$ cat src/rtl/kalman_sequencer.sv
// Per-frame command sequencer for the kalman datapath: INIT / PREDICT / UPDATE, coast and track-loss tracking.
// Latency: frame_start -> cmd_valid next cycle; dp_done after PREDICT with pending measurement -> UPDATE next cycle.
// Backpressure: command held stable until cmd_ready; frame_start while busy is dropped and flagged.
module kalman_sequencer #(
    parameter int DISP_WIDTH = 11,
    parameter int MAX_MISS   = 8,
    parameter int TIMEOUT    = 1023,
    parameter int MISS_W     = 4
) (
    input  logic                  clk,
    input  logic                  reset_n,
    input  logic                  frame_start,
    input  logic                  meas_valid,
    input  logic [DISP_WIDTH-1:0] meas_x,
    input  logic [DISP_WIDTH-1:0] meas_y,
    output logic                  cmd_valid,
    input  logic                  cmd_ready,
    output logic [1:0]            cmd_op,
    output logic [DISP_WIDTH-1:0] cmd_x,
    output logic [DISP_WIDTH-1:0] cmd_y,
    input  logic                  dp_done,
    output logic                  busy,
    output logic                  track_valid,
    output logic [MISS_W-1:0]     miss_count,
    output logic                  track_lost,
    output logic                  frame_drop,
    output logic                  err_timeout
);

    localparam int TMR_W = $clog2(TIMEOUT + 1);

    localparam logic [1:0] OP_INIT    = 2'b00;
    localparam logic [1:0] OP_PREDICT = 2'b01;
    localparam logic [1:0] OP_UPDATE  = 2'b10;

    typedef enum logic [1:0] {
        ST_IDLE  = 2'b00,
        ST_ISSUE = 2'b01,
        ST_WAIT  = 2'b10
    } state_t;

    state_t                  state_q, state_d;
    logic [1:0]              op_q, op_d;
    logic [DISP_WIDTH-1:0]   cx_q, cx_d, cy_q, cy_d;
    logic [DISP_WIDTH-1:0]   mx_q, my_q;
    logic                    pend_q, pend_clr;
    logic [TMR_W-1:0]        timer_q, timer_d, timer_inc;
    logic                    tv_q, tv_d;
    logic [MISS_W-1:0]       miss_q, miss_d, miss_inc;
    logic                    lost_d, drop_d, tmo_d;
    logic                    lost_q, drop_q, tmo_q;

    assign timer_inc = timer_q + 1'b1;
    assign miss_inc  = miss_q + 1'b1;

    always_comb begin
        state_d  = state_q;
        op_d     = op_q;
        cx_d     = cx_q;
        cy_d     = cy_q;
        timer_d  = timer_q;
        tv_d     = tv_q;
        miss_d   = miss_q;
        lost_d   = 1'b0;
        drop_d   = 1'b0;
        tmo_d    = 1'b0;
        pend_clr = 1'b0;
        unique case (state_q)
            ST_IDLE: begin
                // Decision uses the registered pend flag, so a same-cycle measurement waits a frame.
                if (frame_start) begin
                    if (tv_q) begin
                        state_d = ST_ISSUE;
                        op_d    = OP_PREDICT;
                        cx_d    = mx_q;
                        cy_d    = my_q;
                    end else if (pend_q) begin
                        state_d = ST_ISSUE;
                        op_d    = OP_INIT;
                        cx_d    = mx_q;
                        cy_d    = my_q;
                    end
                end
            end
            ST_ISSUE: begin
                drop_d = frame_start;
                if (cmd_ready) begin
                    state_d  = ST_WAIT;
                    timer_d  = '0;
                    pend_clr = (op_q != OP_PREDICT);
                end
            end
            ST_WAIT: begin
                drop_d = frame_start;
                if (dp_done) begin
                    state_d = ST_IDLE;
                    if (op_q == OP_INIT) begin
                        tv_d   = 1'b1;
                        miss_d = '0;
                    end else if (op_q == OP_PREDICT) begin
                        if (pend_q) begin
                            state_d = ST_ISSUE;
                            op_d    = OP_UPDATE;
                            cx_d    = mx_q;
                            cy_d    = my_q;
                        end else if (miss_inc == MISS_W'(MAX_MISS)) begin
                            lost_d = 1'b1;
                            tv_d   = 1'b0;
                            miss_d = '0;
                        end else begin
                            miss_d = miss_inc;
                        end
                    end else begin
                        miss_d = '0;
                    end
                end else if (timer_inc == TMR_W'(TIMEOUT)) begin
                    // Hung datapath: abandon the track entirely and start over from INIT.
                    tmo_d    = 1'b1;
                    tv_d     = 1'b0;
                    miss_d   = '0;
                    pend_clr = 1'b1;
                    timer_d  = timer_inc;
                    state_d  = ST_IDLE;
                end else begin
                    timer_d = timer_inc;
                end
            end
            default: state_d = ST_IDLE;
        endcase
    end

    always_ff @(posedge clk or negedge reset_n) begin
        if (!reset_n) begin
            state_q <= ST_IDLE;
            op_q    <= OP_INIT;
            cx_q    <= '0;
            cy_q    <= '0;
            mx_q    <= '0;
            my_q    <= '0;
            pend_q  <= 1'b0;
            timer_q <= '0;
            tv_q    <= 1'b0;
            miss_q  <= '0;
            lost_q  <= 1'b0;
            drop_q  <= 1'b0;
            tmo_q   <= 1'b0;
        end else begin
            state_q <= state_d;
            op_q    <= op_d;
            cx_q    <= cx_d;
            cy_q    <= cy_d;
            timer_q <= timer_d;
            tv_q    <= tv_d;
            miss_q  <= miss_d;
            lost_q  <= lost_d;
            drop_q  <= drop_d;
            tmo_q   <= tmo_d;
            if (meas_valid) begin
                mx_q   <= meas_x;
                my_q   <= meas_y;
                pend_q <= 1'b1;
            end else if (pend_clr) begin
                pend_q <= 1'b0;
            end
        end
    end

    assign cmd_valid   = (state_q == ST_ISSUE);
    assign cmd_op      = op_q;
    assign cmd_x       = cx_q;
    assign cmd_y       = cy_q;
    assign busy        = (state_q != ST_IDLE);
    assign track_valid = tv_q;
    assign miss_count  = miss_q;
    assign track_lost  = lost_q;
    assign frame_drop  = drop_q;
    assign err_timeout = tmo_q;

endmodule
$ cat config.mk
export PLATFORM = sky130hd
export DESIGN_NAME = kalman_sequencer
export DESIGN_NICKNAME = d
export VERILOG_FILES = /design/src/rtl/kalman_sequencer.sv
export SDC_FILE = /design/constraint.sdc
export NUM_CORES = 1
export LEC_CHECK = 0
export ABC_CLOCK_PERIOD_IN_PS = 3200
export CAP_MARGIN = 0
export CORE_MARGIN = 1.5
export CORE_UTILIZATION = 55
export CTS_CLUSTER_DIAMETER = 60
export DETAILED_ROUTE_END_ITERATION = 16
export HOLD_SLACK_MARGIN = 0.03
export PLACE_DENSITY = 0.89
export SYNTH_ARGS = -nofsm -noshare
export SYNTH_HDL_FRONTEND = slang
export SYNTH_SLANG_ARGS = --single-unit
$ cat constraint.sdc
create_clock -name clk -period 3.2 [get_ports clk]
set_input_delay 0.64 -clock clk [delete_from_list [all_inputs] [get_ports clk]]
set_output_delay 0.64 -clock clk [all_outputs]
set_load 0.1 [all_outputs]
**After elaboration in Yosys (flattened, before gate mapping)**

Cells that the tools add are included.

- Register bits after elaboration: 67
- Bits of input ports: 28
- Output and inout bits: 34
- Word-level logic and storage cells: 109

- Add/subtract/negate cells: 2
- Equality and inequality tests: 19
- Multiplexer cells: 61
- Reduce and logical (&&, ||, !) cells: 14

Operators with widths:

| cell | number |
|---|---|
| $mux W11 | 12 |
| $pmux W11 S2 | 2 |
| $mux W2 | 13 |
| $mux W4 | 6 |
| $mux W1 | 22 |
| $mux W10 | 2 |
| $pmux W10 S2 | 1 |
| $ne A2 B2 Y1 const B | 6 |
| $add A10 B1 Y10 const B | 1 |
| $eq A10 B10 Y1 const B | 1 |
| $reduce_and A5 Y1 | 2 |
| $reduce_bool A2 Y1 | 5 |
| $reduce_and A7 Y1 | 1 |
| $ne A3 B1 Y1 const B | 2 |
| $ne A3 B3 Y1 const B | 2 |
| $pmux W2 S3 | 1 |
| $reduce_and A3 Y1 | 2 |
| $add A4 B1 Y4 const B | 1 |
| $eq A2 B1 Y1 const B | 2 |
| $eq A4 B4 Y1 const B | 1 |
| $logic_not A2 Y1 | 2 |
| $ne A2 B1 Y1 const B | 2 |
| $ne A4 B4 Y1 const B | 1 |
| $pmux W2 S2 | 1 |
| 5 further kinds | 5 |

**Longest topological paths before layout**

Gate-level depths: netlist of the first run.

- Depth after elaboration: 8
- Mapped depth: 8
- Gate-level depth less buffers: 7

**Worst setup path after synthesis of the first run**

No wires, ideal clock.

- Path kind: register -> register
- Start: reg state_q[1]
- End: reg state_q[0]
- Setup time: 0.124 ns
- Data arrival time: 2.418 ns
- Required time: 3.076 ns
- Slack: 0.658 ns
- Stages on the path, launching flop included: 8
- Buffers on the path: 0
- Period minus slack after synthesis: 2.542 ns
- Path through: dfrtp_1 > inv_1 > ha_1 > nand2b_1 > o21ai_0 > nor4_1 > a221o_1 > a211o_2

- Longest elaborated chain between the ends: 3
- Elaborated cells on any way between the ends: 9
- Classes of those cells: eq/ne: 6; mux: 1; reduce/logical: 2

RTL lines:

| what | line | text |
|---|---|---|
| start, declared | 42 | `state_t state_q, state_d;` |
| start signal, assigned | 148 | `state_q <= state_d;` |
| $eq A2 B1 Y1 * | -- |  |
| net cmd_valid | 16 | `output logic cmd_valid,` |
| $ne A2 B1 Y1 (no line) | -- |  |
| $reduce_and A4 Y1 (no line) | -- |  |

The timed path passes the listed nets; every way through them passes the cells marked *.
A chain may end at the register's enable or synchronous reset.

**Worst setup path after layout of the first run**

- Start: reg state_q[0]
- End: reg cy_q[2], in the netlist cmd_y[2]

- Longest elaborated chain between the ends: 3
- Elaborated cells on any way between the ends: 9
- Classes of those cells: eq/ne: 5; mux: 1; reduce/logical: 3

RTL lines:

| what | line | text |
|---|---|---|
| $eq A2 B2 Y1 / $logic_not A2 Y1 (equally long branches) | 68 | `unique case (state_q)` |
| $ne A2 B2 Y1 (no line) / $reduce_bool A2 Y1 (equally long branches) | -- |  |
| $reduce_and A5 Y1 (no line) | -- |  |
| end signal, assigned | 151 | `cy_q <= cy_d;` |
| end, declared | 44 | `logic [DISP_WIDTH-1:0] cx_q, cx_d, cy_q, cy_d;` |

Parallel ways exist; a longest one is shown, timed or not.

==> results of run 1 <==
==> cell type report <==
class	instances	area [um^2]	share of cell area
Timing Repair Buffer	65	551	0.138
Clock buffer	9	124	0.0311
Tap cell	72	90.1	0.0226
Clock inverter	6	115	0.0289
Multi-Input combinational cell	176	1390	0.349
Inverter	10	37.5	0.00942
Sequential cell	67	1680	0.421
==> cell usage after synthesis (2+ instances only) <==
master	number	area [um^2]
sky130_fd_sc_hd__nand2b_1	5	31.3
sky130_fd_sc_hd__nand3_1	7	35.0
sky130_fd_sc_hd__inv_1	10	37.5
sky130_fd_sc_hd__o32ai_1	2	17.5
sky130_fd_sc_hd__clkbuf_1	3	11.3
sky130_fd_sc_hd__a31oi_1	5	31.3
sky130_fd_sc_hd__a32o_1	3	30.0
sky130_fd_sc_hd__o31ai_1	6	45.0
sky130_fd_sc_hd__nand2_1	18	67.6
sky130_fd_sc_hd__o32a_1	2	20.0
sky130_fd_sc_hd__nor2_1	10	37.5
sky130_fd_sc_hd__o21ai_0	15	75.1
sky130_fd_sc_hd__nor2b_1	3	18.8
sky130_fd_sc_hd__dfrtp_1	67	1680
sky130_fd_sc_hd__buf_2	6	30.0
sky130_fd_sc_hd__or3_1	2	12.5
sky130_fd_sc_hd__and2_1	3	18.8
sky130_fd_sc_hd__buf_1	2	7.51
sky130_fd_sc_hd__mux2_1	2	22.5
sky130_fd_sc_hd__a21oi_1	5	25.0
sky130_fd_sc_hd__and3b_1	3	26.3
sky130_fd_sc_hd__mux2_2	42	473
sky130_fd_sc_hd__a21boi_0	2	15.0
sky130_fd_sc_hd__nor3_1	4	20.0
sky130_fd_sc_hd__ha_1	7	87.6
==> final timing paths <==
path,endpoint,slack [ps],cells after the start
max in group asynchronous,cmd_x[1],2070,2
setup reg to reg,cmd_y[2],740,8
min in group clk,timer_q[9],500,1
hold reg to reg,timer_q[9],500,1
hold / removal,mx_q[6],400,1
setup / recovery,cmd_y[2],740,8
==> registers in the layout, summed over array words and instances (netlist names), 2 cells and up <==
name and flops:
cmd_x 11, cmd_y 11, mx_q 11, my_q 11
timer_q 10, miss_count 4, cmd_op 2, state_q 2
==> cell families (layout without fill, tap and decap cells) <==
kind of cell,after synthesis,in the layout,share of synthesized area
AO/OA/AOI/OAI,56,56,0.135
XOR/XNOR,2,2,0.00555
adder cells (fa/ha/maj),7,7,0.0278
buffers and inverters,21,90,0.0274
flip-flops,67,67,0.531
multiplexers,45,45,0.160
AND/OR/NAND/NOR,66,66,0.113
==> metrics by stage <==
step                      utilization  hold slack [ps]
after floorplan                     -              344
after global placement          0.681              470
after detailed placement        0.681              486
after CTS                       0.724              422
after global routing            0.724              469
final                           0.724              397
==> metal layers <==
layer | part of all wire | wire [um] | track usage | vias up
li1 | - | - | - | 1097
met1 | 0.45 | 2880 | 0.296 | 1152
met2 | 0.47 | 3020 | 0.353 | 64
met3 | 0.067 | 430 | 0.0759 | 10
met4 | 0.012 | 78 | 0.0893 | 0
met5 | 0 | 0 | 0 | -
==> critical path, cell delays in order, from the launching register on <==
cell and delay (ps):
sky130_fd_sc_hd__dfrtp_1 420, sky130_fd_sc_hd__inv_1 120, sky130_fd_sc_hd__ha_1 470, sky130_fd_sc_hd__and4b_1 280
sky130_fd_sc_hd__inv_1 60, sky130_fd_sc_hd__o32a_1 170, sky130_fd_sc_hd__a21oi_2 100, sky130_fd_sc_hd__buf_4 320
sky130_fd_sc_hd__mux2_2 380
==> impl_metrics.yaml, run 1 <==
logic_synthesis:
  yosysWarnings: 0
  synthesized_instance_count: 264
  synth.yosys.seq_area_share: 0.531
  most_instantiated_flip_flop_cell_in_the_synthesis_netlist: "sky130_fd_sc_hd__dfrtp_1"
  synth_enable_flop_cells: 0
  ys_types: 55
  ys_async_sr_fraction: 1.00
  synth_fp_nets: 299
  syn-mean-instance-area_um2: 12.0
  postSynthRegisterBits: 67
  post_synthesis_instance_area_um2: 3160
floorplanning:
  die-height_um: 78.7
  initial_core_utilization: 0.573
  io_pins: 62
  core_um2: 5510
  fp-row-count: 27
  die-area_um2: 6200
  die_x_um: 78.7
sta:
  slew_headroom: 0.438
  fin_tns_setup_ps: 0
  finalSetupViolCount: 0
  pin_slew_with_the_least_headroom_to_its_limit_ps: 842
  final_critical_path_setup_slack_ps: 744
  finalHoldViolations: 0
  maxClockFrequency_mhz: 407
  timing.final.max_slew_violations: 0
  rsz_0062_raised_after_global_routing: "no"
  worst_clock_skew_ps: 11.7
  post-route-min-period_ps: 2460
  final.period_utilization: 0.767
clock_tree:
  clk_latency_ps: 350
  path_clk_slew_ps: 70
  cts-root-buf: "sky130_fd_sc_hd__clkbuf_8"
  numCtsBuffers: 9
  cts_setup_buffers: 0
  cts_num_sinks: 67
  cts_htree_levels: 3
  post_cts.resized_instances: 0
  clk_path_buf_depth: 2
  tritoncts: "done"
  cts_hold_repair.buffers: 0
hold_path:
  timing.hold.worst.class: "in -> async"
global_routing:
  groute.usage.overall: 0.228
  grt_antenna_before_repair: 0
  via_count_of_the_first_global_routing_pass: 2332
  grt_pass1_wl_mm: 10.9
  grt_remaining_overflow: 0
  largest_net_degree_at_the_start_of_global_routing: 41
finish:
  finalInstanceArea_um2: 3990
  diodes: 0
  fraction_of_final_layout_cells_with_drive_strength_greater_than_1: 0.315
  nets: 364
  fillers: 381
  fin_cells: 405
  layout_commonest_cell: "sky130_fd_sc_hd__dfrtp_1"
  layout.cells.most_common_list: "sky130_fd_sc_hd__dfrtp_1, sky130_fd_sc_hd__mux2_2, sky130_fd_sc_hd__buf_4, sky130_fd_sc_hd__clkdlybuf4s50_1, sky130_fd_sc_hd__nand2_1"
  layout-area-overhead-vs-synth_pct: 26.3
routing:
  drt_wl_total_mm: 6.40
  detailedRoute.firstIterationViolations: 210
  final_antenna_net_count: 0
  drt-pass1-iter-count: 5
  wire_per_inst_um: 15.8
  detailroute.via_count: 2323
  drc: 0
  routed_via_count_divided_by_cell_count: 5.74
setup_path:
  r2r_start: "state_q[0]"
  critical_path_peak_fanout: 24
  setup.worst_path.start_class: "register"
  crit_arrival_ps: 2690
  crit_path_end_kind: "register"
  required_ps: 3430
  path_class: "reg -> reg"
  launching_element_of_the_worst_setup_path: "state_q[0]"
placed_design:
  routabilityCongestion: 0.877
  dpl-instance-area_um2: 3750
  dpl_worst_slack_ps: 534
  numPlacedInstances: 390
  count_of_buffers_inserted_at_the_top_level_ports: 61
  dp.final_hpwl_mm: 4.47
flow_run:
  drv_cap: 0
status:
  result_of_the_run: "finished clean"
Power of run 1 is left out: the tool's default activity adds up to more than one toggle a clock period on the data nets, which glitch-free logic cannot reach.
==> run 2, diff against run 1 <==
==> config.mk (replaced) <==
export PLATFORM = sky130hd
export DESIGN_NAME = kalman_sequencer
export DESIGN_NICKNAME = d
export VERILOG_FILES = /design/src/rtl/kalman_sequencer.sv
export SDC_FILE = /design/constraint.sdc
export NUM_CORES = 1
export LEC_CHECK = 0
export ABC_CLOCK_PERIOD_IN_PS = 2100
export CAP_MARGIN = 0
export CORE_MARGIN = 1.5
export CORE_UTILIZATION = 46
export CTS_CLUSTER_DIAMETER = 60
export DETAILED_ROUTE_END_ITERATION = 16
export HOLD_SLACK_MARGIN = 0.03
export PLACE_DENSITY = 0.8
export SYNTH_ARGS = -nofsm -noshare
export SYNTH_HDL_FRONTEND = slang
export SYNTH_SLANG_ARGS = --single-unit
==> constraint.sdc (replaced) <==
create_clock -name clk -period 2.1 [get_ports clk]
set_input_delay 0.42 -clock clk [delete_from_list [all_inputs] [get_ports clk]]
set_output_delay 0.42 -clock clk [all_outputs]
set_load 0.1 [all_outputs]
==> impl_metrics.yaml, run 2 (same netlist as run 1, synthesis figures left out) <==
clock_tree:
  cts_hold_repair.buffers: 0
  cts_num_sinks: 67
  tritoncts: "done"
  clk_path_buf_depth: 2
  clk_latency_ps: 350
  cts_htree_levels: 3
  cts-root-buf: "sky130_fd_sc_hd__clkbuf_8"
  path_clk_slew_ps: 80
  numCtsBuffers: 9
flow_run:
  drv_cap: 0
setup_path:
  timing.critical_path.slowest_cell_delay_ps: 390
  path_cells: "inv_2 > ha_2 > and4b_1 > inv_1 > o32a_1 > a21oi_4 > buf_12 > mux2_2"
  required_ps: 2330
  cp_slowest_cell: "sky130_fd_sc_hd__dfrtp_1"
  setup.worst_path.start_class: "register"
  critical_path_peak_fanout: 24
  crit_arrival_ps: 2260
  crit_path_end_kind: "register"
  path_class: "reg -> reg"
placed_design:
  numPlacedInstances: 412
  dpl-instance-area_um2: 3940
  count_of_buffers_inserted_at_the_top_level_ports: 61
  routabilityCongestion: 0.851
  dp.final_hpwl_mm: 4.63
sta:
  timing.final.max_slew_violations: 0
  finalSetupViolCount: 0
  slew_headroom: 0.756
  fin_tns_setup_ps: 0
  post-route-min-period_ps: 2020
  final.period_utilization: 0.963
  finalHoldViolations: 0
  pin_slew_with_the_least_headroom_to_its_limit_ps: 363
  maxClockFrequency_mhz: 495
  worst_clock_skew_ps: 5.40
  rsz_0062_raised_after_global_routing: "no"
routing:
  detailedRoute.firstIterationViolations: 232
  drt-pass1-iter-count: 8
  wl_met3_um: 485
  routed_via_count_divided_by_cell_count: 5.59
  final_antenna_net_count: 0
  drc: 0
  highest_signal_layer_in_the_routed_design: "met4"
  met2WireLength_mm: 3.18
  detailroute.via_count: 2405
  met1Wirelength_mm: 2.88
  wire_per_inst_um: 15.5
  drt_wl_total_mm: 6.67
floorplanning:
  core_um2: 6720
  io_pins: 62
  die_x_um: 85.8
  die-height_um: 85.8
  initial_core_utilization: 0.470
  die-area_um2: 7370
  fp-row-count: 30
power_and_ir_drop:
  power.density_cell_area_nw_per_um2: 1670
  vdd_drop_max_v: 0.00113
  cellLeakagePower_nw: 1.79
status:
  result_of_the_run: "finished clean"
finish:
  layout_commonest_cell: "sky130_fd_sc_hd__dfrtp_1"
  layout-area-overhead-vs-synth_pct: 32.3
  diodes: 0
  fraction_of_final_layout_cells_with_drive_strength_greater_than_1: 0.380
  final_util: 0.621
  layout.cells.most_common_list: "sky130_fd_sc_hd__dfrtp_1, sky130_fd_sc_hd__buf_4, sky130_fd_sc_hd__mux2_2, sky130_fd_sc_hd__clkdlybuf4s50_1, sky130_fd_sc_hd__nand2_1"
  fillers: 524
  finalInstanceArea_um2: 4170
  fin_cells: 430
  nets: 380
global_routing:
  via_count_of_the_first_global_routing_pass: 2416
  grt_remaining_overflow: 0
  largest_net_degree_at_the_start_of_global_routing: 68
  grt_antenna_before_repair: 0
  groute.usage.overall: 0.195
  grt_pass1_wl_mm: 11.2
hold_path:
  timing.hold.worst.class: "in -> async"
## run 2: layout make-up
type	instances	area, um^2	share of cell area
timing repair buffer	81	721	0.173
multi-input combinational	176	1420	0.341
clock buffer	10	138	0.0330
inverter	10	41.3	0.00989
tap	80	100	0.0240
sequential	67	1680	0.403
clock inverter	6	71.3	0.0171
## run 2: worst paths after layout
kind,from,to,slack [ps],cells after the start
setup reg to reg,state_q[0],cmd_y[2],80,8
min in group clk,timer_q[9],timer_q[9],490,1
setup / recovery,state_q[0],cmd_y[2],80,8
hold / removal,reset_n,cmd_x[8],60,2
max in group asynchronous,reset_n,miss_count[1],1720,2
hold reg to reg,timer_q[9],timer_q[9],490,1
## run 2: worst max-delay path: cells and delay by family (launching register included)
kind / cells / cell delay (ps)
adder cells (fa/ha/maj): 1 / 240
multiplexers: 1 / 360
flip-flops: 1 / 390
AND/OR/NAND/NOR: 1 / 230
buffers and inverters: 3 / 350
AO/OA/AOI/OAI: 2 / 340
## run 2: repair_timing
action / 4_1_cts / 5_1_grt
endpoints found under the hold margin: 0 / 0
setup buffers: 0 / 2
setup endpoints to repair: 0 / 31
resized for setup: 0 / 4
## run 2: stage by stage
| stage | worst slack, ps | hold WS, ps | power (mW) |
|---|---|---|---|
| after floorplan | -295 | 124 | 4.86 |
| after global placement | -62.5 | 466 | 5.76 |
| after detailed placement | -103 | 464 | 5.83 |
| after CTS | 39.0 | 79.6 | 6.98 |
| after global routing | 0.216 | 83.1 | 7.27 |
| final | 78.6 | 59.5 | 6.98 |
## run 2: layer usage
metal	global-route usage	vias up
met5	0	-
met1	0.242	1187
met4	0.0909	0
met2	0.306	85
met3	0.0674	11
li1	-	1122
## run 2: power breakdown
part           internal, mW  total (mW)  switching, mW  leakage, nW
Sequential             1.63        1.84          0.214        0.813
Clock                 0.591        1.13          0.539       0.0995
Combinational          1.20        4.01           2.82        0.876
Total                  3.42        6.98           3.57         1.79
(Power assumes the default switching activity.)
